[config.mk]
export PLATFORM = sky130hd
export DESIGN_NAME = multi_delay_timer
export DESIGN_NICKNAME = d
export VERILOG_FILES = /design/src/rtl/multi_delay_timer_pkg.sv /design/src/rtl/multi_delay_timer_chan.sv /design/src/rtl/multi_delay_timer.sv
export SDC_FILE = /design/constraint.sdc
export NUM_CORES = 1
export LEC_CHECK = 0
export BUFFER_PORTS_ARGS = -buffer_cell sky130_fd_sc_hd__buf_4
export CAP_MARGIN = 10
export CORE_ASPECT_RATIO = 2
export CORE_MARGIN = 5
export CORE_UTILIZATION = 50
export CTS_BUF_LIST = sky130_fd_sc_hd__clkbuf_2
export CTS_CLUSTER_SIZE = 20
export DETAILED_ROUTE_END_ITERATION = 6
export GPL_ROUTABILITY_DRIVEN = 0
export GPL_TIMING_DRIVEN = 1
export HOLD_SLACK_MARGIN = 0.06
export PLACE_DENSITY_LB_ADDON = 0.15
export SETUP_SLACK_MARGIN = 0.15
export SLEW_MARGIN = 40
export SYNTH_ARGS = -nofsm -noshare
export SYNTH_HDL_FRONTEND = slang
export SYNTH_SLANG_ARGS = --single-unit
[constraint.sdc]
create_clock -name clk -period 3.8 [get_ports clk]
set_input_delay 0.38 -clock clk [delete_from_list [all_inputs] [get_ports clk]]
set_output_delay 0.38 -clock clk [all_outputs]
set_load 0.1 [all_outputs]
[src/rtl/multi_delay_timer_pkg.sv]
// multi_delay_timer_pkg
//   Shared types for the multi-channel delay timer:
//     chan_state_e : per-channel state machine encoding (IDLE/RUN/DONE)
//     chan_mode_e  : expiry behaviour (periodic reload or one-shot)
//     ch_w()       : width of the channel-select field for a given NCH
package multi_delay_timer_pkg;

    typedef enum logic [1:0] {
        IDLE = 2'd0,
        RUN  = 2'd1,
        DONE = 2'd2
    } chan_state_e;

    typedef enum logic {
        MODE_PERIODIC = 1'b0,
        MODE_ONESHOT  = 1'b1
    } chan_mode_e;

    // Channel-select width; a single channel still gets a 1-bit select.
    function automatic int unsigned ch_w(input int unsigned n);
        return (n > 1) ? $clog2(n) : 1;
    endfunction

endpackage

[src/rtl/multi_delay_timer_chan.sv]
// delay_chan
//   One timer channel: state machine, counter, period/mode registers and
//   the sticky pend/ovf event flags.
//   Ports:
//     clk, rst     : clock, synchronous active-high reset
//     en           : level-sensitive channel enable
//     cfg_wr       : one-cycle write strobe already decoded for this channel
//     cfg_period   : period loaded on cfg_wr
//     cfg_oneshot  : mode loaded on cfg_wr (1 = one-shot)
//     ack          : clears pend
//     sig          : expiry pulse (RUN and cnt == period)
//     flg          : RUN and cnt < period
//     pend, ovf    : sticky expiry-pending and overrun flags
module delay_chan
    import multi_delay_timer_pkg::*;
#(
    parameter int unsigned CBITS     = 11,
    parameter int unsigned DEFAULT_N = 1250
) (
    input  logic             clk,
    input  logic             rst,
    input  logic             en,
    input  logic             cfg_wr,
    input  logic [CBITS-1:0] cfg_period,
    input  logic             cfg_oneshot,
    input  logic             ack,
    output logic             sig,
    output logic             flg,
    output logic             pend,
    output logic             ovf
);

    localparam logic [CBITS-1:0] DEF_PERIOD = CBITS'(DEFAULT_N);

    chan_state_e      state;
    chan_mode_e       mode;
    logic [CBITS-1:0] cnt;
    logic [CBITS-1:0] period;
    logic             expire;
    logic             live_run;

    assign expire = (state == RUN) && (cnt == period);
    assign sig    = expire;
    assign flg    = (state == RUN) && (cnt < period);

    // Conditions under which the channel must keep producing pulses.
    assign live_run = (state == RUN) && en && !cfg_wr && (mode == MODE_PERIODIC);

    always_ff @(posedge clk) begin
        if (rst) begin
            state  <= IDLE;
            mode   <= MODE_PERIODIC;
            cnt    <= '0;
            period <= DEF_PERIOD;
            pend   <= 1'b0;
            ovf    <= 1'b0;
        end else begin
            // An ack coinciding with an expiry consumes the old event while
            // the new one keeps pend set, so it is not an overrun.
            if (expire)
                pend <= 1'b1;
            else if (ack)
                pend <= 1'b0;

            if (cfg_wr)
                ovf <= 1'b0;
            else if (expire && pend && !ack)
                ovf <= 1'b1;

            // A cfg write overrides the normal next-state, but sig for the
            // current cycle is combinational and already out.
            if (cfg_wr) begin
                period <= cfg_period;
                mode   <= cfg_oneshot ? MODE_ONESHOT : MODE_PERIODIC;
                cnt    <= '0;
                state  <= en ? RUN : IDLE;
            end else if (!en) begin
                state <= IDLE;
                cnt   <= '0;
            end else begin
                unique case (state)
                    IDLE: begin
                        state <= RUN;
                        cnt   <= '0;
                    end
                    RUN: begin
                        if (cnt == period) begin
                            cnt <= '0;
                            if (mode == MODE_ONESHOT)
                                state <= DONE;
                        end else begin
                            cnt <= cnt + 1'b1;
                        end
                    end
                    DONE: begin
                        cnt <= '0;
                    end
                    default: begin
                        state <= IDLE;
                        cnt   <= '0;
                    end
                endcase
            end
        end
    end

    // Safety: the counter is bounded by the period.
    a_cnt_bounded: assert property (@(posedge clk) disable iff (rst)
        cnt <= period);

    // Liveness in bounded form: while undisturbed the counter advances each
    // cycle until expiry, and flg stays up from the cycle after an expiry
    // until the next sig. With cnt <= period this forces sig within
    // period+1 cycles.
    a_progress: assert property (@(posedge clk) disable iff (rst)
        (live_run && !expire) |=> (cnt == $past(cnt) + 1'b1));

    a_flg_until_sig: assert property (@(posedge clk) disable iff (rst)
        (live_run && (expire || flg)) |=> (flg || sig));

endmodule

[src/rtl/multi_delay_timer.sv]
// multi_delay_timer
//   NCH independent programmable delay timers sharing one clock.
//   Ports:
//     clk, rst     : clock, synchronous active-high reset
//     en[NCH]      : per-channel enable
//     cfg_we       : configuration write strobe
//     cfg_ch       : target channel (out-of-range writes are dropped)
//     cfg_period   : new period, cfg_oneshot : new mode (1 = one-shot)
//     ack[NCH]     : per-channel pending acknowledge
//     sig[NCH]     : expiry pulse, flg[NCH] : counting below period
//     pend[NCH]    : sticky pending event, ovf[NCH] : sticky overrun
module multi_delay_timer
    import multi_delay_timer_pkg::*;
#(
    parameter int unsigned NCH       = 4,
    parameter int unsigned CBITS     = 11,
    parameter int unsigned DEFAULT_N = 1250
) (
    input  logic                   clk,
    input  logic                   rst,
    input  logic [NCH-1:0]         en,
    input  logic                   cfg_we,
    input  logic [ch_w(NCH)-1:0]   cfg_ch,
    input  logic [CBITS-1:0]       cfg_period,
    input  logic                   cfg_oneshot,
    input  logic [NCH-1:0]         ack,
    output logic [NCH-1:0]         sig,
    output logic [NCH-1:0]         flg,
    output logic [NCH-1:0]         pend,
    output logic [NCH-1:0]         ovf
);

    localparam int unsigned CH_W = ch_w(NCH);

    logic [NCH-1:0] cfg_wr;

    // Indices >= NCH match no channel, so such writes fall away.
    always_comb begin
        cfg_wr = '0;
        for (int unsigned i = 0; i < NCH; i++) begin
            if (cfg_we && (cfg_ch == CH_W'(i)))
                cfg_wr[i] = 1'b1;
        end
    end

    for (genvar g = 0; g < NCH; g++) begin : g_chan
        delay_chan #(
            .CBITS     (CBITS),
            .DEFAULT_N (DEFAULT_N)
        ) u_chan (
            .clk         (clk),
            .rst         (rst),
            .en          (en[g]),
            .cfg_wr      (cfg_wr[g]),
            .cfg_period  (cfg_period),
            .cfg_oneshot (cfg_oneshot),
            .ack         (ack[g]),
            .sig         (sig[g]),
            .flg         (flg[g]),
            .pend        (pend[g]),
            .ovf         (ovf[g])
        );
    end

endmodule
Word level (Yosys, flattened, before mapping) --
Cells that the tools add are included.
Operators by class: add/sub/neg operators 4, equality and inequality tests 27, $lt $le $gt $ge 4, bitwise logic cells 8, muxes and demuxes 37, reduce and logical (&&, ||, !) cells 45
Operator list (number):
- $add A11 B1 Y11 const B | 4
- $eq A11 B11 Y1 | 4
- $lt A11 B11 Y1 | 4
- $mux W2 | 16
- $pmux W2 S3 | 4
- $logic_and A1 B1 Y1 | 20
- $reduce_or A5 Y1 | 4
- $mux W1 | 17
- $ne A4 B2 Y1 const B | 4
- $ne A4 B3 Y1 const B | 4
- $eq A2 B2 Y1 const B | 6
- $ne A3 B2 Y1 const B | 4
- $reduce_and A3 Y1 | 4
- $eq A2 B1 Y1 const B | 5
- $logic_not A2 Y1 | 5
- $not A1 Y1 | 8
- $reduce_bool A2 Y1 | 4
- $reduce_or A2 Y1 | 4
- $logic_not A1 Y1 | 4
Word-level totals: register bits 108, word-level logic and storage cells 149, output and inout bits 16

Longest topological paths before layout --
word-level depth 5, gate-level depth with buffers 7, gate-level depth less buffers 6

By module --
From an unflattened synthesis, not the netlist that was laid out.
Unflattened totals: cell total of the unflattened synthesis 575, area total of the unflattened synthesis 5447.7 sq um
By module, submodules not included:
- delay_chan at g_chan[0].u_chan ... | area an instance 1326.3 sq um, times used 3, cells each 143
- delay_chan at g_chan[3].u_chan | area an instance 1431.4 sq um, times used 1, cells each 142
- multi_delay_timer | area an instance 37.5 sq um, times used 1, cells each 4

Worst setup path after synthesis --
No wires, ideal clock.
path type reg-to-output, from register g_chan[3].u_chan.period[8], to output flg[3], path slack 1755 ps, cell stages (with the launch flop) 8, arrival 1665 ps, path through dfxtp_1 -> inv_1 -> ha_1 -> a21o_1 -> a21o_1 -> a211o_1 -> nor3_1 -> buf_4
On the way: cells in the longest elaborated chain, start to end 2
Ends and longest elaborated chain:
- from (decl) | line multi_delay_timer_chan.sv:38 | logic [CBITS-1:0] period;
- from (signal assigned) | line multi_delay_timer_chan.sv:73 | period <= cfg_period;
- $lt A11 B11 Y1 | line multi_delay_timer_chan.sv:44 | assign flg = (state == RUN) && (cnt < period);
- $logic_and A1 B1 Y1 | line multi_delay_timer_chan.sv:44
- to (decl) | line multi_delay_timer.sv:28 | output logic [NCH-1:0] flg,
Every way passes these cells.

Final worst setup path --
from register g_chan[2].u_chan.cnt[6], to output sig[2]
On the way: cells in the longest elaborated chain, start to end 2
Ends and longest elaborated chain:
- from (decl) | line multi_delay_timer_chan.sv:37 | logic [CBITS-1:0] cnt;
- from (signal assigned) | line multi_delay_timer_chan.sv:92 | cnt <= cnt + 1'b1;
- $eq A11 B11 Y1 | line multi_delay_timer_chan.sv:42 | assign expire = (state == RUN) && (cnt == period);
- $logic_and A1 B1 Y1 | line multi_delay_timer_chan.sv:42
- to (decl) | line multi_delay_timer.sv:27 | output logic [NCH-1:0] sig,
Every way passes these cells.

==> impl_results.md <==
- Initial antenna violation count: 1
- Grt ovf: 0
- Die area: 0.0131 mm2
- Rows: 53
- PostCTS Resize Cnt: 0
- Max cap viols: 0
- Fin Clk Skew: 20.5 ps
- Worst-Skew Late Latency: 570 ps
- WS Path Type: reg2out
- Minimum clock period: 2870 ps
- Asr flop ratio synth: 0%
- Via Count: 4,188
- Fin crit share: 75.6%
- Antenna Nets Post-Route: 0
- Critical Path Source Type: register
- Synth warnings: 0
- Synthesized cell area: 0.00542 mm2
- WL per Instance: 14.1 um
- Avg Cell Area, Syn: 8.63 um2
- DRT iter0 DRCs: 203
- Mapped Cells: 628
- Clock root buffer: clkbuf_2
- Worst Setup End Kind: output port
- Maximum root-to-sink buffer count: 2
- Vias in the first global route: 4,143
- CP arrival: 2490 ps
- Final setup TNS: 0 ps
- Mapped Nets: 701
- Power per standard cell area: 321 mW/mm2
- WHS: 117 ps
- DR pass1 iterations: 4
- Clk slew on worst S/H paths: 260 ps
- Worst Setup SP: g_chan[2].u_chan.cnt[6]
- Via-to-Cell Ratio: 5.22
- Seq/Total Area, Yosys: 39.9%
- Count of final max-slew check failures: 0
- Most common cell after layout, fill and taps aside: dfxtp_1
- IO buf count: 40
- First-pass GRT wire length: 19.2 mm
- Die width: 83.6 um
- Final setup viols: 0
- Data required time of the critical path: 3420 ps
- FILL cells: 1,012
- Maximum VDD drop: 271 uV
- Fin nets: 734
- Area of the multi-input gates: 0.00283 mm2
- Area Growth Syn to Fin: 10.0%
- CP max FO: 6
- HPWL after DPL: 8.57 mm
- HP Start: ack[0]
- RSZ-0062 raised after global routing: false
- Post-synth EDFFs: 0
- Total CTS buffers: 9
- Layout cells sized above 1: 11.7%
- Synth unique cells: 48
- H-tree Lvls: 3
- CTS tree: built
- Core Box Area: 0.0105 mm2
- Most frequent cells in the layout: dfxtp_1 (108), nand2_1 (70), nor2_1 (69)
- Initial Util: 51.4%
- Remaining DRCs: 0
- Slew @ Worst Pin: 766 ps
- Die height: 157 um
- Largest net degree at the start of global routing: 61
- Leakage: 2.41 nW
- Slew margin rel.: 48.9%
- Sequential Area: 0.00216 mm2
- Seq cells post-synth: 108
- Clock sinks: 108
- Worst Hold Class: in2reg
- Ys flop type: dfxtp_1
- Max Fclk: 348 MHz
- I/O pin count: 41
- Total GRT Usage: 18.0%
- Status: finished, final reports clean
- Routed WL: 11.3 mm
- R2r startpoint: g_chan[2].u_chan.cnt[6]
- Final hold vios: 0
-- repair_timing --
| item | in CTS | in global routing |
|---|---|---|
| setup buffers | 0 | 0 |
| endpoints found under the hold margin | 55 | 0 |
| hold buffers | 17 | 0 |
| endpoints found under the setup margin | 0 | 0 |
-- Yosys cell counts (all sizes together), types with 3 or more instances --
cell | count | share of area, %
nand3b | 3 | 0.48
buf | 30 | 3.9
a211o | 21 | 3.4
dfxtp | 108 | 40
nor2 | 79 | 6.7
and3 | 3 | 0.44
clkbuf | 6 | 0.42
nand2b | 11 | 1.3
a21oi | 48 | 4.4
nand4b | 3 | 0.48
o21ai | 6 | 0.55
nand2 | 71 | 5.0
nand3 | 22 | 2.0
and4 | 5 | 0.81
a21o | 4 | 0.55
nor2b | 8 | 0.92
xnor2 | 15 | 2.4
a211oi | 6 | 0.83
nor3 | 16 | 1.5
inv | 52 | 3.6
ha | 48 | 11
a31oi | 5 | 0.58
nor4 | 4 | 0.69
a31o | 3 | 0.48
xor2 | 21 | 3.4
nand4 | 14 | 1.6
-- per-layer routing --
metal	part of all wire [%]	GRT usage, %	vias to the layer above
li1	-	-	2185
met1	42	19.7	1927
met2	52	33.0	55
met3	2.6	3.40	21
met4	3.1	8.44	0
met5	0	0	-
-- power breakdown --
| group | switching [mW] | internal [mW] | total (mW) |
|---|---|---|---|
| clock network | 0.349 | 0.214 | 0.563 |
| logic | 0.109 | 0.0720 | 0.181 |
| registers | 0.0114 | 1.16 | 1.17 |
-- layout make-up --
type,instances,share of cell area [%]
Timing Repair Buffer,58,8.02
Tap cell,137,2.88
Multi-Input combinational cell,432,47.5
Sequential cell,108,36.3
Antenna cell,1,0.0420
Clock buffer,11,0.924
Clock inverter,3,1.07
Inverter,52,3.27
-- metrics by stage --
| step | power (mW) | util [%] | cell area (um2) | setup WS [ps] | std cells |
|---|---|---|---|---|---|
| after floorplan | 1.31 | - | 5420 | 1750 | 628 |
| after global placement | 1.35 | 53.7 | 5660 | 1640 | 770 |
| after detailed placement | 1.36 | 53.8 | 5670 | 1600 | 770 |
| after CTS | 1.94 | 56.5 | 5960 | 884 | 801 |
| after global routing | 2.00 | 56.5 | 5960 | 786 | 802 |
| final | 1.92 | 56.5 | 5960 | 929 | 802 |
-- worst paths after layout --
path	endpoint	slack, ps	depth (start not counted)
setup / recovery	sig[2]	930	5
hold / removal	g_chan[0].u_chan.pend	120	4
setup reg to reg	g_chan[2].u_chan.cnt[2]	1740	5
hold reg to reg	g_chan[1].u_chan.period[2]	470	2
-- logic make-up (layout without fill, tap and decap cells) --
logic type / Yosys count / count (layout) / share of synthesized area (%)
compound gates: 99 / 99 / 11.8
flops: 108 / 108 / 39.9
simple gates: 249 / 249 / 23.5
buf+inv: 88 / 124 / 7.94
fa+ha+maj: 48 / 48 / 11.1
other cells: 0 / 1 / 0
xor+xnor: 36 / 36 / 5.82
-- worst max-delay path, cell delays in order, from the launching register on --
cell and delay (ps):
dfxtp_1 430, ha_1 340, nand3_1 120, nor4_2 530, and2_1 200, buf_4 280
-- state kept, by name, summed over array words and instances (netlist names) --
register,cells
g_chan.u_chan.state,8
g_chan.u_chan.mode,4
g_chan.u_chan.cnt,44
g_chan.u_chan.period,44
g_chan.u_chan.pend,4
g_chan.u_chan.ovf,4
No activity file was read; power rests on OpenSTA's default activity.
